**config.mk**
```make
export PLATFORM = sky130hd
export DESIGN_NAME = stack_pointer_unit
export DESIGN_NICKNAME = d
export VERILOG_FILES = /design/src/rtl/stack_pointer_unit.sv
export SDC_FILE = /design/constraint.sdc
export NUM_CORES = 1
export LEC_CHECK = 0
export CORE_MARGIN = 3
export CORE_UTILIZATION = 31
export DETAILED_ROUTE_END_ITERATION = 10
export HOLD_SLACK_MARGIN = 0.02
export REMOVE_ABC_BUFFERS = 1
export SKIP_CTS_REPAIR_TIMING = 1
export SLEW_MARGIN = 10
export SYNTH_ARGS = -nofsm -noshare
export SYNTH_HDL_FRONTEND = slang
export SYNTH_SLANG_ARGS = --single-unit
```
**constraint.sdc**
```tcl
create_clock -name clk50M_i -period 5 [get_ports clk50M_i]
set_input_delay 1.5 -clock clk50M_i [delete_from_list [all_inputs] [get_ports clk50M_i]]
set_output_delay 1.5 -clock clk50M_i [all_outputs]
set_load 0.05 [all_outputs]
```
**src/rtl/stack_pointer_unit.sv**
```systemverilog
// 8080 stack pointer and call/return engine: byte-serial SP load, two-byte push
// (MSB at SP-1, then LSB at SP-2) and pop replayed LSB-then-MSB onto the data bus.
module stack_pointer_unit (
    input  logic        clk50M_i,
    input  logic        rst_ni,
    input  logic        load_i,
    input  logic        push_i,
    input  logic        pop_i,
    input  logic [7:0]  dat_i,
    output logic [7:0]  dat_o,
    output logic        dat_oe_o,
    output logic [15:0] mem_addr_o,
    output logic [7:0]  mem_wdata_o,
    output logic        mem_we_o,
    output logic        mem_re_o,
    input  logic [7:0]  mem_rdata_i,
    input  logic        mem_ready_i,
    output logic [15:0] sp_o,
    output logic        busy_o,
    output logic        done_o
);

    typedef enum logic [3:0] {
        IDLE, LD_LO, LD_HI, CAP_LO, CAP_HI, WR_HI, WR_LO, RD_LO, RD_HI, DRV_LO, DRV_HI
    } state_t;

    state_t      state_q, state_d;
    logic [15:0] sp_q, sp_d;
    logic [15:0] addr_q, addr_d;
    logic [7:0]  wdata_q, wdata_d;
    logic [7:0]  lo_q, lo_d;
    logic [7:0]  hi_q, hi_d;
    logic        done_q, done_d;

    always_comb begin
        state_d  = state_q;
        sp_d     = sp_q;
        addr_d   = addr_q;
        wdata_d  = wdata_q;
        lo_d     = lo_q;
        hi_d     = hi_q;
        done_d   = 1'b0;
        dat_o    = 8'h00;
        dat_oe_o = 1'b0;
        mem_we_o = 1'b0;
        mem_re_o = 1'b0;

        case (state_q)
            IDLE: begin
                if (load_i) begin
                    state_d = LD_LO;
                end else if (push_i) begin
                    state_d = CAP_LO;
                end else if (pop_i) begin
                    state_d = RD_LO;
                    addr_d  = sp_q;
                end
            end
            LD_LO: begin
                sp_d[7:0] = dat_i;
                state_d   = LD_HI;
            end
            LD_HI: begin
                sp_d[15:8] = dat_i;
                state_d    = IDLE;
                done_d     = 1'b1;
            end
            CAP_LO: begin
                lo_d    = dat_i;
                state_d = CAP_HI;
            end
            CAP_HI: begin
                // The MSB goes straight to the write-data register so WR_HI can start immediately.
                hi_d    = dat_i;
                addr_d  = sp_q - 16'd1;
                wdata_d = dat_i;
                state_d = WR_HI;
            end
            WR_HI: begin
                mem_we_o = 1'b1;
                if (mem_ready_i) begin
                    addr_d  = sp_q - 16'd2;
                    wdata_d = lo_q;
                    state_d = WR_LO;
                end
            end
            WR_LO: begin
                mem_we_o = 1'b1;
                if (mem_ready_i) begin
                    sp_d    = sp_q - 16'd2;
                    state_d = IDLE;
                    done_d  = 1'b1;
                end
            end
            RD_LO: begin
                mem_re_o = 1'b1;
                if (mem_ready_i) begin
                    lo_d    = mem_rdata_i;
                    addr_d  = sp_q + 16'd1;
                    state_d = RD_HI;
                end
            end
            RD_HI: begin
                mem_re_o = 1'b1;
                if (mem_ready_i) begin
                    hi_d    = mem_rdata_i;
                    sp_d    = sp_q + 16'd2;
                    state_d = DRV_LO;
                end
            end
            DRV_LO: begin
                dat_o    = lo_q;
                dat_oe_o = 1'b1;
                state_d  = DRV_HI;
            end
            DRV_HI: begin
                dat_o    = hi_q;
                dat_oe_o = 1'b1;
                state_d  = IDLE;
                done_d   = 1'b1;
            end
            default: state_d = IDLE;
        endcase
    end

    always_ff @(posedge clk50M_i) begin
        if (!rst_ni) begin
            state_q <= IDLE;
            sp_q    <= 16'h0000;
            addr_q  <= 16'h0000;
            wdata_q <= 8'h00;
            done_q  <= 1'b0;
        end else begin
            state_q <= state_d;
            sp_q    <= sp_d;
            addr_q  <= addr_d;
            wdata_q <= wdata_d;
            done_q  <= done_d;
        end
    end

    // Byte holding registers are only observed through gated outputs, so they skip reset.
    always_ff @(posedge clk50M_i) begin
        lo_q <= lo_d;
        hi_q <= hi_d;
    end

    assign mem_addr_o  = addr_q;
    assign mem_wdata_o = wdata_q;
    assign sp_o        = sp_q;
    assign busy_o      = (state_q != IDLE);
    assign done_o      = done_q;

endmodule
```
After elaboration in Yosys (flattened, before gate mapping)
Cells that the tools add are included.
{"block": "totals", "input_bits": 22, "regBits": 61, "output_inout_bits": 53}
{"block": "classes", "n_eq_ne": 18, "add_sub_neg": 4, "n_mux": 28, "n_reduce_logical": 19}
{"operator": "$mux W16", "count": 6}
{"operator": "$pmux W16 S4", "count": 1}
{"operator": "$pmux W8 S2", "count": 4}
{"operator": "$pmux W8 S3", "count": 2}
{"operator": "$pmux W4 S9", "count": 1}
{"operator": "$mux W4", "count": 7}
{"operator": "$add A16 B1 Y16 const B", "count": 1}
{"operator": "$add A16 B2 Y16 const B", "count": 1}
{"operator": "$eq A4 B3 Y1 const B", "count": 4}
{"operator": "$mux W8", "count": 2}
{"operator": "$sub A16 B1 Y16 const B", "count": 1}
{"operator": "$sub A16 B2 Y16 const B", "count": 1}
{"operator": "$ne A2 B2 Y1 const B", "count": 7}
{"operator": "$eq A4 B4 Y1 const B", "count": 3}
{"operator": "$eq A4 B2 Y1 const B", "count": 2}
{"operator": "$reduce_bool A4 Y1", "count": 2}
{"operator": "$reduce_or A2 Y1", "count": 4}
{"operator": "$reduce_and A2 Y1", "count": 3}
{"operator": "$reduce_and A3 Y1", "count": 2}
{"operator": "$reduce_and A6 Y1", "count": 1}
{"operator": "$reduce_bool A2 Y1", "count": 3}
{"operator": "$reduce_bool A3 Y1", "count": 2}
{"operator": "$reduce_and A5 Y1", "count": 1}
{"operator": "$eq A4 B1 Y1 const B", "count": 1}
{"operator": "other kinds (4)", "count": 7}

Logic depth before layout (Yosys ltp)
Gate-level depths: netlist (run 1).
{"block": "depth", "ltp_word": 4, "depth_mapped": 14, "mapped_depth_nobuf": 10}

Worst setup path after synthesis (run 1)
Ideal clock, no wire load.
{"block": "synth_path", "kind": "reg2out", "start": "register state_q[3]", "end": "output port mem_re_o", "t_required_ns": 3.500, "path_stages_with_launch": 8, "setup_slack_ns": 1.221, "t_arrival_ns": 2.279, "path_buffers": 3, "cell_sequence": "dfxtp_1 -> clkbuf_1 -> nand2b_1 -> clkbuf_1 -> nor2_1 -> inv_1 -> clkbuf_1 -> nand2_1"}
{"block": "synth_between", "elab_chain_cells": 3, "elab_cells_between_ends": 4, "classes_between": "2 x eq/ne; 1 x mux; 1 x reduce/logical"}
{"element": "start, declared", "line": "27", "text": "state_t state_q, state_d;"}
{"element": "start signal, assigned", "line": "134", "text": "state_q <= state_d;"}
{"element": "$eq A4 B4 Y1 / $eq A4 B3 Y1 (equally long branches)", "line": "48", "text": "case (state_q)"}
{"element": "$reduce_or A2 Y1 (no source line) *"}
{"element": "$mux W1 *", "line": "48"}
{"element": "end, declared", "line": "15", "text": "output logic mem_re_o,"}
Every way passes the cells marked *; elsewhere a longest branch is shown, timed or not.

Worst setup path after layout (run 1)
{"block": "layout_path", "start": "register state_q[0]", "end": "output port dat_o[1]"}
{"block": "layout_between", "elab_chain_cells": 2, "elab_cells_between_ends": 3, "classes_between": "2 x eq/ne; 1 x mux"}
{"element": "$eq A4 B4 Y1", "line": "48"}
{"element": "$pmux W8 S2 *", "line": "48"}
{"element": "end, declared", "line": "10", "text": "output logic [7:0] dat_o,"}
Marks and branches as above.

==> results of run 1 <==
flip-flops by register name, indices dropped and copies added, names as in the netlist:
register / flops
sp_o: 16
hi_q: 8
mem_addr_o: 16
mem_wdata_o: 8
lo_q: 8
state_q: 4
done_o: 1
worst paths after layout:
check	start	end	cells after the start
max	state_q[0]	dat_o[1]	4
min	mem_addr_o[5]	mem_addr_o[5]	2
max reg2reg	state_q[3]	mem_addr_o[12]	10
min reg2reg	mem_addr_o[5]	mem_addr_o[5]	2
final cells by class:
cell class	instances	area [um^2]
sequential	61	1380
tap	184	230
multi-input combinational	491	3040
clock buffer	10	229
inverter	6	22.5
timing repair buffer	89	851
clock inverter	6	63.8
fill	1447	8770
logic make-up (layout without fill, tap and decap cells):
kind of cell | after synthesis | in the layout | synth area share
and+or+nand+nor | 239 | 239 | 0.249
DFF | 61 | 61 | 0.299
xor gates and xnor gates | 13 | 13 | 0.0246
AOI/OAI and AO/OA | 216 | 216 | 0.319
adders and majority gates | 19 | 19 | 0.0525
muxes | 4 | 4 | 0.00893
buffers and inverters | 56 | 111 | 0.0474
per-layer routing:
layer	wire (um)	GRT usage	share of wire	up-vias
met5	0	0	0	-
met4	250	0.0643	0.016	0
met3	1110	0.0367	0.072	22
met2	7110	0.295	0.46	211
met1	6830	0.251	0.45	2325
li1	-	-	-	2373
power breakdown:
part	switching (W)	internal, W
logic	0.000591	0.000361
clock network	0.000239	0.000385
registers	0.0000844	0.000565
stage by stage:
stage          instances  instance area (um^2)   util  worst slack [ns]  hold slack [ns]
6_report             847                  5820  0.399             0.530            0.484
5_1_grt              847                  5820  0.399             0.354            0.506
3_5_place_dp         831                  5530  0.379             0.919            0.477
3_3_place_gp         831                  5530  0.379              1.03            0.469
4_1_cts              847                  5820  0.399             0.545            0.489
2_1_floorplan        558                  4430      -              1.26            0.592
cells in the final DEF, fill, tap and decap left out, types with 11 or more instances in the layout:
| cell type | count |
|---|---|
| buf_4 | 16 |
| a22oi_1 | 17 |
| nand2_1 | 109 |
| dfxtp_1 | 45 |
| nor2_1 | 35 |
| o211a_1 | 11 |
| nand3_1 | 18 |
| a21oi_1 | 37 |
| edfxtp_1 | 16 |
| o21ai_0 | 52 |
| ha_1 | 17 |
| nor3_1 | 14 |
| a31oi_1 | 11 |
| clkdlybuf4s50_1 | 73 |
worst min-delay path: stages, from the launching register on:
cell and delay (ns):
dfxtp_1 0.31, nand2_1 0.05, a21boi_0 0.07
==> results.py, run 1 <==
metrics = {
    "clock_network": {
        "cts-buffers-inserted": 9,
        "cts.htree.levels": 3,
        "cts-root-buf": "clkbuf_16",
        "insertion_delay_ns": 0.34,
        "cts_tree": "built",
        "clock_path_buffers": 2,
        "cts.sinks": 61,
        "cts.clk_slew.worst_paths_ns": 0.06,
    },
    "logic_synthesis": {
        "ys_ff_latch": 61,
        "syn_avg_cell_area_um2": 7.60,
        "ys_warn_count": 0,
        "synth_seq_area_share": 0.299,
        "yosys.area.top_type": "dfxtp_1",
        "synthesis.area_mm2": 0.00462,
        "yosysMostFrequentCell": "nand2_1",
        "ys.flop_type": "dfxtp_1",
        "synth_common_cells": "nand2_1 (109), o21ai_0 (52), clkbuf_1 (46)",
        "ys_async_sr_fraction": 0,
        "netlist.area_leader.share": 0.195,
        "synth_cell_types": 70,
        "synthCells": 608,
        "yosys-top-cells-area": "dfxtp_1 (19%), edfxtp_1 (10%), nand2_1 (8.8%)",
        "synth_edf_count": 16,
    },
    "worst_setup_path": {
        "path_cells": "nor2b_1 -> a22oi_1 -> nor2_1 -> clkdlybuf4s50_1",
        "slowest_delay_ns": 0.91,
        "worstSetupEndpointType": "output port",
        "path_buf_inv": 1,
        "cp_slowest_cell": "nor2b_1",
        "cp.arrival_ns": 2.97,
        "crit_type": "flip-flop to output port",
        "worstPathRequired_ns": 3.50,
        "start_kind": "flip-flop",
        "crit_family": "simple AND/OR/NAND/NOR gates",
        "rrSetupSlack_ns": 1.17,
        "cp_max_fo": 23,
    },
    "sta": {
        "worst_pin_slew_ns": 1.06,
        "setup-tns-final_ns": 0,
        "rsz0062_at_grt": "false",
        "max_freq_ghz": 0.224,
        "fin_crit_ns": 4.47,
        "slew_viol_final": 0,
        "hold_violations": 0,
        "timing.final.crit_share": 0.894,
        "setup_violations": 0,
        "relSlewSlack": 0.288,
        "clock_skew_ns": 0.00661,
    },
    "grt": {
        "grt.overflow.total": 0,
        "grt_pass1_vias": 4587,
        "antenna_found_initial": 0,
        "grt_usage": 0.186,
        "grt_max_degree": 34,
        "grt_pass1_wl_mm": 24.2,
    },
    "place": {
        "gp_congestion": 0.938,
        "io_buffers": 74,
        "hpwl_mm": 10.9,
    },
    "flow_run": {
        "maxCapViolCount": 0,
    },
    "routing": {
        "drt-total-wl_mm": 15.3,
        "drcViolationCount": 0,
        "firstDrtPassIters": 6,
        "drtIter0Drc": 526,
        "drt-wirelength-per-cell_um": 18.1,
        "ant_nets": 0,
        "vias": 4931,
        "routed_via_density": 5.82,
    },
    "outcome": {
        "status": "complete, no violations",
    },
    "worst_hold_path": {
        "hold_class": "flip-flop to flip-flop",
    },
    "floorplan": {
        "coreArea_mm2": 0.0146,
        "fp.dieH_um": 128,
        "die_area_mm2": 0.0164,
        "start_util": 0.317,
        "die_w_um": 128,
        "rows": 44,
        "io_pins": 75,
    },
    "cells_and_area": {
        "diodes": 0,
        "final_nets": 698,
        "drive_gt1_frac": 0.0694,
        "area_growth_pct": 25.8,
    },
    "power_and_ir_drop": {
        "ir_worst_vdd_uv": 179,
        "powerDensity_mw_per_mm2": 382,
        "finalPower_w": 0.00223,
        "leakagePower_nw": 2.23,
    },
}
No activity file was read; power rests on OpenSTA's default activity.
==> inputs of run 2 (changes only) <==
Settings changed: SLEW_MARGIN 10 to not set.
Clock period 5 ns to 4 ns, I/O delays scaled along.
==> results.py, run 2 (synthesized netlist as in run 1, its figures left out) <==
metrics = {
    "outcome": {
        "status": "complete, no violations",
    },
    "cells_and_area": {
        "instances_no_fill": 854,
        "final_nets": 705,
        "final_area_mm2": 0.00588,
        "multi_input_area_mm2": 0.00304,
        "fillers": 1430,
        "diodes": 0,
        "final_common_cell": "nand2_1",
        "area_growth_pct": 27.2,
        "regArea_mm2": 0.00138,
        "final_cell_mix": "nand2_1 (109), clkdlybuf4s50_1 (64), o21ai_0 (52)",
        "drive_gt1_frac": 0.0940,
        "final_core_util": 0.403,
    },
    "worst_setup_path": {
        "crit_type": "flip-flop to output port",
        "path_buf_inv": 2,
        "start_kind": "flip-flop",
        "cpMostUsedCell": "nand2_1",
        "cp_max_fo": 13,
        "cp.arrival_ns": 2.38,
        "rr_worst_depth": 11,
        "path_cells": "nor2b_1 -> nand2_1 -> buf_4 -> nand2_1 -> buf_12",
        "slowest_delay_ns": 0.89,
        "cp.depth": 5,
        "crit_family": "simple AND/OR/NAND/NOR gates",
        "worstSetupEndpointType": "output port",
        "worstPathRequired_ns": 2.80,
        "cp_slowest_cell": "nor2b_1",
    },
    "sta": {
        "setup_violations": 0,
        "rsz0062_at_grt": "false",
        "worst_pin_slew_ns": 1.08,
        "max_freq_ghz": 0.279,
        "timing.final.crit_share": 0.896,
        "clock_skew_ns": 0.00389,
        "relSlewSlack": 0.276,
        "slew_viol_final": 0,
        "fin_crit_ns": 3.58,
        "setup-tns-final_ns": 0,
        "hold_violations": 0,
    },
    "clock_network": {
        "cts-root-buf": "clkbuf_16",
        "cts.clk_slew.worst_paths_ns": 0.06,
        "insertion_delay_ns": 0.34,
        "cts.sinks": 61,
        "cts_tree": "built",
        "cts.htree.levels": 3,
        "clock_path_buffers": 2,
        "cts-buffers-inserted": 9,
    },
    "worst_hold_path": {
        "hold_class": "flip-flop to flip-flop",
        "hold_depth": 2,
    },
    "routing": {
        "drt-wirelength-per-cell_um": 18.0,
        "drcViolationCount": 0,
        "ant_nets": 0,
        "drt-total-wl_mm": 15.4,
        "drtIter0Drc": 416,
        "vias": 4994,
        "routed_via_density": 5.85,
        "firstDrtPassIters": 5,
    },
    "power_and_ir_drop": {
        "finalPower_w": 0.00281,
        "ir_worst_vdd_uv": 217,
        "leakagePower_nw": 2.29,
        "powerDensity_mw_per_mm2": 478,
    },
    "floorplan": {
        "rows": 44,
        "die_w_um": 128,
        "die_area_mm2": 0.0164,
        "io_pins": 75,
        "start_util": 0.317,
        "coreArea_mm2": 0.0146,
        "fp.dieH_um": 128,
    },
    "grt": {
        "grt.overflow.total": 0,
        "grt_max_degree": 28,
        "antenna_found_initial": 0,
        "grt_usage": 0.188,
        "grt_pass1_wl_mm": 24.6,
        "grt_pass1_vias": 4642,
    },
    "place": {
        "place_area_mm2": 0.00558,
        "placed_cells": 838,
        "gp_congestion": 0.875,
        "hpwl_mm": 11.0,
        "io_buffers": 74,
    },
    "flow_run": {
        "maxCapViolCount": 0,
    },
}
run 2: power breakdown:
group | internal, W | leakage, nW | switching (W) | total, W
clock | 0.000484 | 0.138 | 0.000313 | 0.000797
combinational | 0.000464 | 1.64 | 0.000745 | 0.00121
sequential | 0.000706 | 0.513 | 0.0000986 | 0.000804
run 2: layer usage:
metal / part of all wire / GRT usage
met5: 0 / 0
met1: 0.46 / 0.250
met2: 0.46 / 0.299
met3: 0.063 / 0.0379
met4: 0.023 / 0.0730
run 2: area by class of cell:
class	instances	area share
inverters	6	0.00383
flip-flops and latches	61	0.235
clock buffers	9	0.0383
multi-input cells	491	0.517
repair buffers	96	0.154
well taps	184	0.0391
clock inverters	7	0.0128
run 2: worst paths after layout:
kind	startpoint	to	slack, ns
worst max-delay path	state_q[1]	mem_we_o	0.42
worst min-delay path	mem_addr_o[2]	mem_addr_o[2]	0.48
worst max register to register	state_q[2]	mem_addr_o[12]	0.64
worst min register to register	mem_addr_o[2]	mem_addr_o[2]	0.48
run 2: worst register-to-register path: cells and delay by family (launching register included):
kind	cells	cell delay, ns
AOI/OAI and AO/OA	4	1.15
DFF	1	0.61
adders and majority gates	1	0.43
and+or+nand+nor	4	0.81
buffers and inverters	2	0.29
run 2: metrics by stage:
stage | hold slack, ns | setup slack (ns)
5_1_grt | 0.504 | 0.312
4_1_cts | 0.482 | 0.468
3_3_place_gp | 0.466 | 0.793
6_report | 0.478 | 0.418
3_5_place_dp | 0.462 | 0.678
2_1_floorplan | 0.592 | 0.264
